===== src/rtl/ram_ctrl_pkg.sv =====
// ---------------------------------------------------------------------------
// ram_ctrl_pkg
// Shared definitions for the two-requester RAM controller.
//   DEPTH / AW / DW : RAM geometry (16 words x 8 bits, 4-bit requester address)
//   RAM_AW          : width of the RAM address pins (one spare MSB, always 0)
//   state_t         : controller FSM state (INIT clears the RAM, RUN serves)
//   req_id_t        : identifies which requester a transaction belongs to
//   ram_addr_ext    : zero-extends a requester address onto the RAM pins
// ---------------------------------------------------------------------------
package ram_ctrl_pkg;

  localparam int DEPTH  = 16;
  localparam int AW     = 4;
  localparam int DW     = 8;
  localparam int RAM_AW = 5;

  typedef enum logic {
    INIT = 1'b0,
    RUN  = 1'b1
  } state_t;

  typedef logic req_id_t;

  function automatic logic [RAM_AW-1:0] ram_addr_ext(input logic [AW-1:0] a);
    return RAM_AW'(a);
  endfunction

endpackage


===== src/rtl/ram_arbiter_rr_arb2.sv =====
// ---------------------------------------------------------------------------
// rr_arb2
// Two-way round-robin arbiter.
//   clk, rst  : clock, asynchronous active-low reset
//   req[1:0]  : request per requester
//   en        : arbitration allowed this cycle
//   gnt[1:0]  : combinational grant, one-hot or zero
// The priority pointer names the requester that wins a tie; after any grant
// it moves to the other requester.
// ---------------------------------------------------------------------------
module rr_arb2
  import ram_ctrl_pkg::*;
(
  input  logic       clk,
  input  logic       rst,
  input  logic [1:0] req,
  input  logic       en,
  output logic [1:0] gnt
);

  req_id_t    r_ptr;
  logic [1:0] w_gnt;

  always_comb begin
    w_gnt = 2'b00;
    if (en) begin
      case (req)
        2'b01:   w_gnt = 2'b01;
        2'b10:   w_gnt = 2'b10;
        2'b11:   w_gnt = r_ptr ? 2'b10 : 2'b01;
        default: w_gnt = 2'b00;
      endcase
    end
  end

  // Whoever was just served loses priority: a grant to 0 points at 1 and
  // vice versa, so the new pointer is simply the bit "requester 0 won".
  always_ff @(posedge clk or negedge rst) begin
    if (!rst) begin
      r_ptr <= 1'b0;
    end else if (|w_gnt) begin
      r_ptr <= w_gnt[0];
    end
  end

  assign gnt = w_gnt;

endmodule


===== src/rtl/ram_arbiter.sv =====
// ---------------------------------------------------------------------------
// ram_arbiter
// Controller between two client blocks and a 16x8 single-clock RAM.
// After reset it clears every RAM word, then serves requester 0 and 1 with
// round-robin arbitration, one access per cycle.
//   clk, rst                 : clock, asynchronous active-low reset
//   req_x/we_x/addr_x/wdata_x: requester x command, held until gnt_x
//   gnt_x                    : combinational accept for requester x
//   rvalid_x                 : one-cycle strobe, rdata belongs to requester x
//   rdata                    : shared read data (straight from ram_r_data)
//   init_done                : clear sequence finished
//   ram_enb/wr/rd, ram_w_addr, ram_r_addr, ram_w_data : registered RAM command
//   ram_r_data               : RAM read data, one edge after ram_rd sampled
// ---------------------------------------------------------------------------
module ram_arbiter
  import ram_ctrl_pkg::*;
#(
  parameter int DEPTH = 16,
  parameter int AW    = 4,
  parameter int DW    = 8
) (
  input  logic              clk,
  input  logic              rst,
  input  logic              req_0,
  input  logic              req_1,
  input  logic              we_0,
  input  logic              we_1,
  input  logic [AW-1:0]     addr_0,
  input  logic [AW-1:0]     addr_1,
  input  logic [DW-1:0]     wdata_0,
  input  logic [DW-1:0]     wdata_1,
  output logic              gnt_0,
  output logic              gnt_1,
  output logic              rvalid_0,
  output logic              rvalid_1,
  output logic [DW-1:0]     rdata,
  output logic              init_done,
  output logic              ram_enb,
  output logic              ram_wr,
  output logic              ram_rd,
  output logic [RAM_AW-1:0] ram_w_addr,
  output logic [RAM_AW-1:0] ram_r_addr,
  output logic [DW-1:0]     ram_w_data,
  input  logic [DW-1:0]     ram_r_data
);

  localparam logic [AW-1:0] CNT_LAST = AW'(DEPTH - 1);

  state_t              r_state;
  logic [AW-1:0]       r_cnt;
  logic                r_init_done;
  logic                r_ram_enb;
  logic                r_ram_wr;
  logic                r_ram_rd;
  logic [RAM_AW-1:0]   r_ram_w_addr;
  logic [RAM_AW-1:0]   r_ram_r_addr;
  logic [DW-1:0]       r_ram_w_data;

  logic                r_vld_p0;
  req_id_t             r_id_p0;
  logic                r_vld_p1;
  req_id_t             r_id_p1;

  logic [1:0]          w_gnt;
  logic                w_any_gnt;
  req_id_t             w_sel_id;
  logic                w_sel_we;
  logic [AW-1:0]       w_sel_addr;
  logic [DW-1:0]       w_sel_wdata;

  rr_arb2 u_arb (
    .clk (clk),
    .rst (rst),
    .req ({req_1, req_0}),
    .en  (r_state == RUN),
    .gnt (w_gnt)
  );

  // Mux the winning requester's command; gnt is one-hot so bit 1 is the id.
  assign w_any_gnt   = |w_gnt;
  assign w_sel_id    = w_gnt[1];
  assign w_sel_we    = w_sel_id ? we_1    : we_0;
  assign w_sel_addr  = w_sel_id ? addr_1  : addr_0;
  assign w_sel_wdata = w_sel_id ? wdata_1 : wdata_0;

  // ---- command stage: FSM and registered RAM pins ----
  always_ff @(posedge clk or negedge rst) begin
    if (!rst) begin
      r_state      <= INIT;
      r_cnt        <= '0;
      r_init_done  <= 1'b0;
      r_ram_enb    <= 1'b0;
      r_ram_wr     <= 1'b0;
      r_ram_rd     <= 1'b0;
      r_ram_w_addr <= '0;
      r_ram_r_addr <= '0;
      r_ram_w_data <= '0;
    end else begin
      case (r_state)
        INIT: begin
          r_ram_enb    <= 1'b1;
          r_ram_wr     <= 1'b1;
          r_ram_rd     <= 1'b0;
          r_ram_w_addr <= ram_addr_ext(r_cnt);
          r_ram_r_addr <= '0;
          r_ram_w_data <= '0;
          r_cnt        <= r_cnt + 1'b1;
          // init_done rises with the last clear command, so a grant can be
          // accepted on the very next edge.
          if (r_cnt == CNT_LAST) begin
            r_state     <= RUN;
            r_init_done <= 1'b1;
            r_cnt       <= '0;
          end
        end
        RUN: begin
          if (w_any_gnt) begin
            r_ram_enb <= 1'b1;
            r_ram_wr  <= w_sel_we;
            r_ram_rd  <= !w_sel_we;
            if (w_sel_we) begin
              r_ram_w_addr <= ram_addr_ext(w_sel_addr);
              r_ram_w_data <= w_sel_wdata;
              r_ram_r_addr <= '0;
            end else begin
              r_ram_r_addr <= ram_addr_ext(w_sel_addr);
              r_ram_w_addr <= '0;
              r_ram_w_data <= '0;
            end
          end else begin
            r_ram_enb    <= 1'b0;
            r_ram_wr     <= 1'b0;
            r_ram_rd     <= 1'b0;
            r_ram_w_addr <= '0;
            r_ram_r_addr <= '0;
            r_ram_w_data <= '0;
          end
        end
        default: begin
          r_state <= INIT;
          r_cnt   <= '0;
        end
      endcase
    end
  end

  // ---- read return stage p0: read accepted, command on the RAM pins ----
  // ---- read return stage p1: RAM has registered the data ----
  always_ff @(posedge clk or negedge rst) begin
    if (!rst) begin
      r_vld_p0 <= 1'b0;
      r_id_p0  <= 1'b0;
      r_vld_p1 <= 1'b0;
      r_id_p1  <= 1'b0;
    end else begin
      r_vld_p0 <= w_any_gnt && !w_sel_we;
      r_id_p0  <= w_sel_id;
      r_vld_p1 <= r_vld_p0;
      r_id_p1  <= r_id_p0;
    end
  end

  assign gnt_0      = w_gnt[0];
  assign gnt_1      = w_gnt[1];
  assign rvalid_0   = r_vld_p1 && (r_id_p1 == 1'b0);
  assign rvalid_1   = r_vld_p1 && (r_id_p1 == 1'b1);
  assign rdata      = ram_r_data;
  assign init_done  = r_init_done;
  assign ram_enb    = r_ram_enb;
  assign ram_wr     = r_ram_wr;
  assign ram_rd     = r_ram_rd;
  assign ram_w_addr = r_ram_w_addr;
  assign ram_r_addr = r_ram_r_addr;
  assign ram_w_data = r_ram_w_data;

endmodule


===== config.mk =====
export PLATFORM = sky130hd
export DESIGN_NAME = ram_arbiter
export DESIGN_NICKNAME = d
export VERILOG_FILES = /design/src/rtl/ram_ctrl_pkg.sv /design/src/rtl/ram_arbiter_rr_arb2.sv /design/src/rtl/ram_arbiter.sv
export SDC_FILE = /design/constraint.sdc
export NUM_CORES = 1
export LEC_CHECK = 0
export CAP_MARGIN = 20
export CORE_ASPECT_RATIO = 0.8
export CORE_MARGIN = 3
export CORE_UTILIZATION = 34
export CTS_CLUSTER_DIAMETER = 50
export DETAILED_ROUTE_END_ITERATION = 7
export MAX_ROUTING_LAYER = met4
export PLACE_DENSITY = 0.74
export SLEW_MARGIN = 20
export SYNTH_ARGS = -nofsm -noshare
export SYNTH_HDL_FRONTEND = slang
export SYNTH_SLANG_ARGS = --single-unit

===== constraint.sdc =====
create_clock -name clk -period 1.2 [get_ports clk]
set_input_delay 0.12 -clock clk [delete_from_list [all_inputs] [get_ports clk]]
set_output_delay 0.12 -clock clk [all_outputs]
set_load 0.005 [all_outputs]

Yosys cells after proc, flatten, opt, wreduce, memory -nomap -nowiden. Index checks and enable logic that the tools add are counted. W data, S select, Z words.

Register bits after elaboration: 32. Input bits: 38. Output and inout bits: 34. Word-level logic and storage cells: 51.

Muxes and demuxes: 24. Reductions and logical operators: 6. $add $sub $neg: 1. Bitwise operators: 2. Equal/unequal tests: 4.

Operator list (count): $mux W8 (3); $pmux W5 S2 (2); $mux W4 (4); $pmux W8 S2 (1); $mux W5 (2); $mux W1 (6); $pmux W1 S2 (3); $pmux W2 S3 (1); $add A4 B1 Y4 const B (1); $eq A2 B2 Y1 const B (2); $eq A4 B4 Y1 const B (1); $mux W2 (2); $logic_and A1 B1 Y1 (3); $eq A2 B1 Y1 const B (1); $not A1 Y1 (2); $reduce_and A2 Y1 (1); $reduce_or A2 Y1 (1); $logic_not A1 Y1 (1).

Longest topological paths before layout.
Depth after elaboration: 7. Mapped depth: 5. Depth with buffers taken out: 4.

Modules after synthesis. Synthesis repeated with hierarchy kept, for this count alone.

Cells, all modules: 108. Area, all modules: 1276.2 um^2.

By module, submodules not included: ram_arbiter (cells an instance 100, instances 1, seq. area each 725.7 um^2, area each 1214.9 um^2); rr_arb2 (cells an instance 8, instances 1, seq. area each 25.0 um^2, area each 61.3 um^2).

Least setup slack after synthesis. Ideal clock, no wire load.

Path type: reg2reg. From: register u_arb.r_ptr. To: register r_ram_w_addr[1] (netlist: ram_w_addr[1]). Setup time: 134 ps. Clock period less this slack: 1247 ps. Path slack: -47 ps. Path buffers: 1. Arrival time: 1113 ps. Required time: 1066 ps. Cell stages (with the launch flop): 6. Cell sequence: dfrtp_1 -> and2b_4 -> nor2_1 -> o21ai_2 -> buf_6 -> o22ai_1.

Longest elaborated chain between the ends: 7. Elaborated cells on any way between the ends: 9. Those cells by class: mux: 8; reduce/logical: 1.

Ends and longest elaborated chain: from (decl) (line ram_arbiter_rr_arb2.sv:21) `req_id_t r_ptr;`; from (signal assigned) (line ram_arbiter_rr_arb2.sv:42) `r_ptr <= w_gnt[0];`; $mux W2 * (line ram_arbiter_rr_arb2.sv:30) `2'b11: w_gnt = r_ptr ? 2'b10 : 2'b01;`; $pmux W2 S3 * (line ram_arbiter_rr_arb2.sv:27) `case (req)`; $mux W2 * (line ram_arbiter_rr_arb2.sv:26) `if (en) begin`; $mux W4 or $mux W1 (tied branches) (line ram_arbiter.sv:83, ram_arbiter.sv:82); $mux W4 (line ram_arbiter.sv:121) `if (w_sel_we) begin`; $mux W5 * (line ram_arbiter.sv:117) `if (w_any_gnt) begin`; $pmux W5 S2 * (line ram_arbiter.sv:99) `case (r_state)`; to (signal assigned) (line ram_arbiter.sv:104) `r_ram_w_addr <= ram_addr_ext(r_cnt);`; to (signal assigned) (line ram_arbiter.sv:122) `r_ram_w_addr <= ram_addr_ext(w_sel_addr);`; to (decl) (line ram_arbiter.sv:55) `logic [RAM_AW-1:0] r_ram_w_addr;`.

Every way passes the cells marked *; elsewhere a longest branch is shown, timed or not. A chain may end at the register's enable or synchronous reset.

Final worst setup path.
From: register u_arb.r_ptr. To: register r_ram_w_addr[0] (netlist: ram_w_addr[0]).

Same word-level chain as after synthesis.

==> impl_metrics.toml <==
[global_route]
grt_max_degree = 31
grt_pass1_vias = 1127
track_usage_pct = 16.1
grt_pass1_wl_um = 5300
antenna_found_initial = 0
grt_overflow = 0

[cells_and_area]
fin_nets = 224
nFillCells = 270
syn_to_final_growth_pct = 65.8
design_area_um2 = 2200
stdcell_count = 236
n_antenna_cell = 0
fin_util_pct = 61.2
drive_gt1_share_pct = 29.9

[synthesis]
yosysTopAreaCell = "dfrtp_1"
synth_top_area_share_pct = 56.7
synth_edf_count = 0
yosys.cell_types.count = 32
synth_common_cells = "30 x dfrtp_1, 14 x nand2_1, 11 x buf_4, 9 x a21oi_1, 8 x o211ai_1"
postSynthAreaPerCell_um2 = 11.2
syn-cell-area_um2 = 1330
syn_inst = 118
ys_seq_elements = 30
yosysWarnings = 0
yosysMostFrequentCell = "dfrtp_1"
synthTopCellsByArea = "dfrtp_1 57%, buf_4 6.2%, o211ai_1 4.5%, nand2_1 4.0%, a21oi_1 3.4%"
async_flop_share_pct = 100
ys.flop_type = "dfrtp_1"
ys_seq_area_share_pct = 56.7

[cts]
cts-root-buf = "clkbuf_8"
path_clk_slew_ns = 0.06
cts.sinks = 30
cts_tree = "done"
cts.path.max_buffers = 2
cts-buffers-inserted = 5
insertion_delay_ns = 0.28
htreeDepth = 2
ctsHoldBuffers = 0

[power_and_ir_drop]
switching_share_pct = 24.1
cellPowerDensity_nw_per_um2 = 1090
p_switching_w = 0.000576
pwr-share-seq_pct = 46.0
pwr-share-clk_pct = 32.7
ir_worst_vdd_mv = 0.513
combPwrFrac_pct = 21.2
leakage_nw = 1.05
internal_power_w = 0.00181

[timing]
tns_ns = -2.87
hold_slack_ns = 0.202
setup_viol = 21
fmax_mhz = 733
fin_crit_sh_pct = 114
finalMaxSlewViolations = 0
period_needed_ns = 1.37
rsz0062_at_grt = "yes"
fin_skew_ns = 0.00190
layout_setup_ws_ns = -0.165
hold_viol = 0

[drt]
drtIter0Drc = 40
antenna_left = 0
drt_wl_total_um = 3580
drc = 0
wire_per_inst_um = 15.2
vias_per_cell = 4.85
vias = 1144
drt_pass1_iterations = 4

[placed_design]
io_buffer_count = 53
hpwl_um = 2530
dpl_cell_area_um2 = 1920
placed_cells = 222
gp_congestion = 0.785

[outcome]
violations = "negative setup slack"
status = "complete, but fails checks"

[setup_path]
rr_worst_depth = 5
criticalPathCategory = "reg2reg"
cp.required_ns = 1.36
worst-path-max-fanout = 5
crit_arrival_ns = 1.53
start_kind = "register"
cp-end-kind = "register"

[die]
die_y_um = 61.8
coreArea_um2 = 3590
fp.dieW_um = 75.8
ios = 72
initial_utilization_pct = 36.9
die_area_um2 = 4690
rows = 19

[flow_run]
max-cap-violations = 0

[hold_path]
worstHoldPathType = "in2async"
[cell families after synthesis]
family,after synthesis,share of synthesized area (%)
compound gates,29,14.4
xor+xnor,1,0.661
fa+ha+maj,1,0.944
buf+inv,20,10.0
flops,30,56.7
mux,5,3.87
other cells,1,0.283
simple gates,31,13.2
[layer usage]
layer	track usage, %	wire, um	vias to the layer above
li1	-	-	520
met1	18.6	1460	559
met2	25.0	1670	50
met3	6.11	378	15
met4	7.23	76	0
met5	-	0	-
[through the flow]
step | total power [W] | setup WS (ns)
global route | 0.00251 | -0.231
detailed placement | 0.00159 | -0.346
global placement | 0.00158 | -0.312
finish | 0.00239 | -0.165
CTS | 0.00237 | -0.146
floorplan | 0.00131 | -0.0363
[cell type report]
class                           instances  area, um2  area share (%)
Sequential cell                        30        752            34.2
Timing Repair Buffer                   74        717            32.6
Multi-Input combinational cell         69        562            25.6
Clock buffer                            6       82.6            3.76
Tap cell                               52       65.1            2.96
Inverter                                5       18.8           0.854
[power by group through the flow]
stage | combinational, W | sequential, W | clock [W]
finish | 0.000507 | 0.00110 | 0.000782
global route | 0.000549 | 0.00111 | 0.000859
CTS | 0.000460 | 0.00110 | 0.000806
detailed placement | 0.000474 | 0.00112 | 0
global placement | 0.000461 | 0.00112 | 0
floorplan | 0.000185 | 0.00112 | 0
[placed cells by master (no fill, tap or decap), drive strengths merged, types with 2 or more instances in the layout]
master / instances
a21oi: 9
and3: 2
buf: 23
clkbuf: 6
clkdlybuf4s50: 28
conb: 2
dfrtp: 30
dlygate4sd2: 22
inv: 5
mux2i: 4
nand2: 15
nand2b: 2
nor2: 7
o211ai: 8
o21ai: 5
o22ai: 3
[path summary, 6_finish.rpt]
| kind | endpoint | slack (ns) | from |
|---|---|---|---|
| worst min-delay path | r_vld_p1 | 0.20 | rst |
| worst max register to register | ram_w_addr[0] | -0.17 | u_arb.r_ptr |
| worst max-delay path | ram_w_addr[0] | -0.17 | u_arb.r_ptr |
| worst min register to register | r_vld_p1 | 0.35 | r_vld_p0 |
| min in group clk | rdata[4] | 0.24 | ram_r_data[4] |
| max in group asynchronous | r_state | 0.83 | rst |
[critical path: stages (launching register included)]
cell and delay [ns]:
dfrtp_1 0.38, and2b_4 0.23, nor2_8 0.14, buf_8 0.16
mux2i_4 0.26, o22ai_2 0.08
[sequential cells by signal, indices dropped and copies added, names as in the netlist, 4 cells and up]
register	flops
ram_w_data	8
ram_r_addr	4
r_cnt	4
ram_w_addr	4
[timing repair]
| item | in CTS | in global routing |
|---|---|---|
| setup endpoints to repair | 45 | 25 |
| buffers inserted | 3 | 5 |
| pin swaps | 6 | 2 |
| resized for setup | 45 | 24 |
Note: power is estimated with default switching activity, not from simulation.
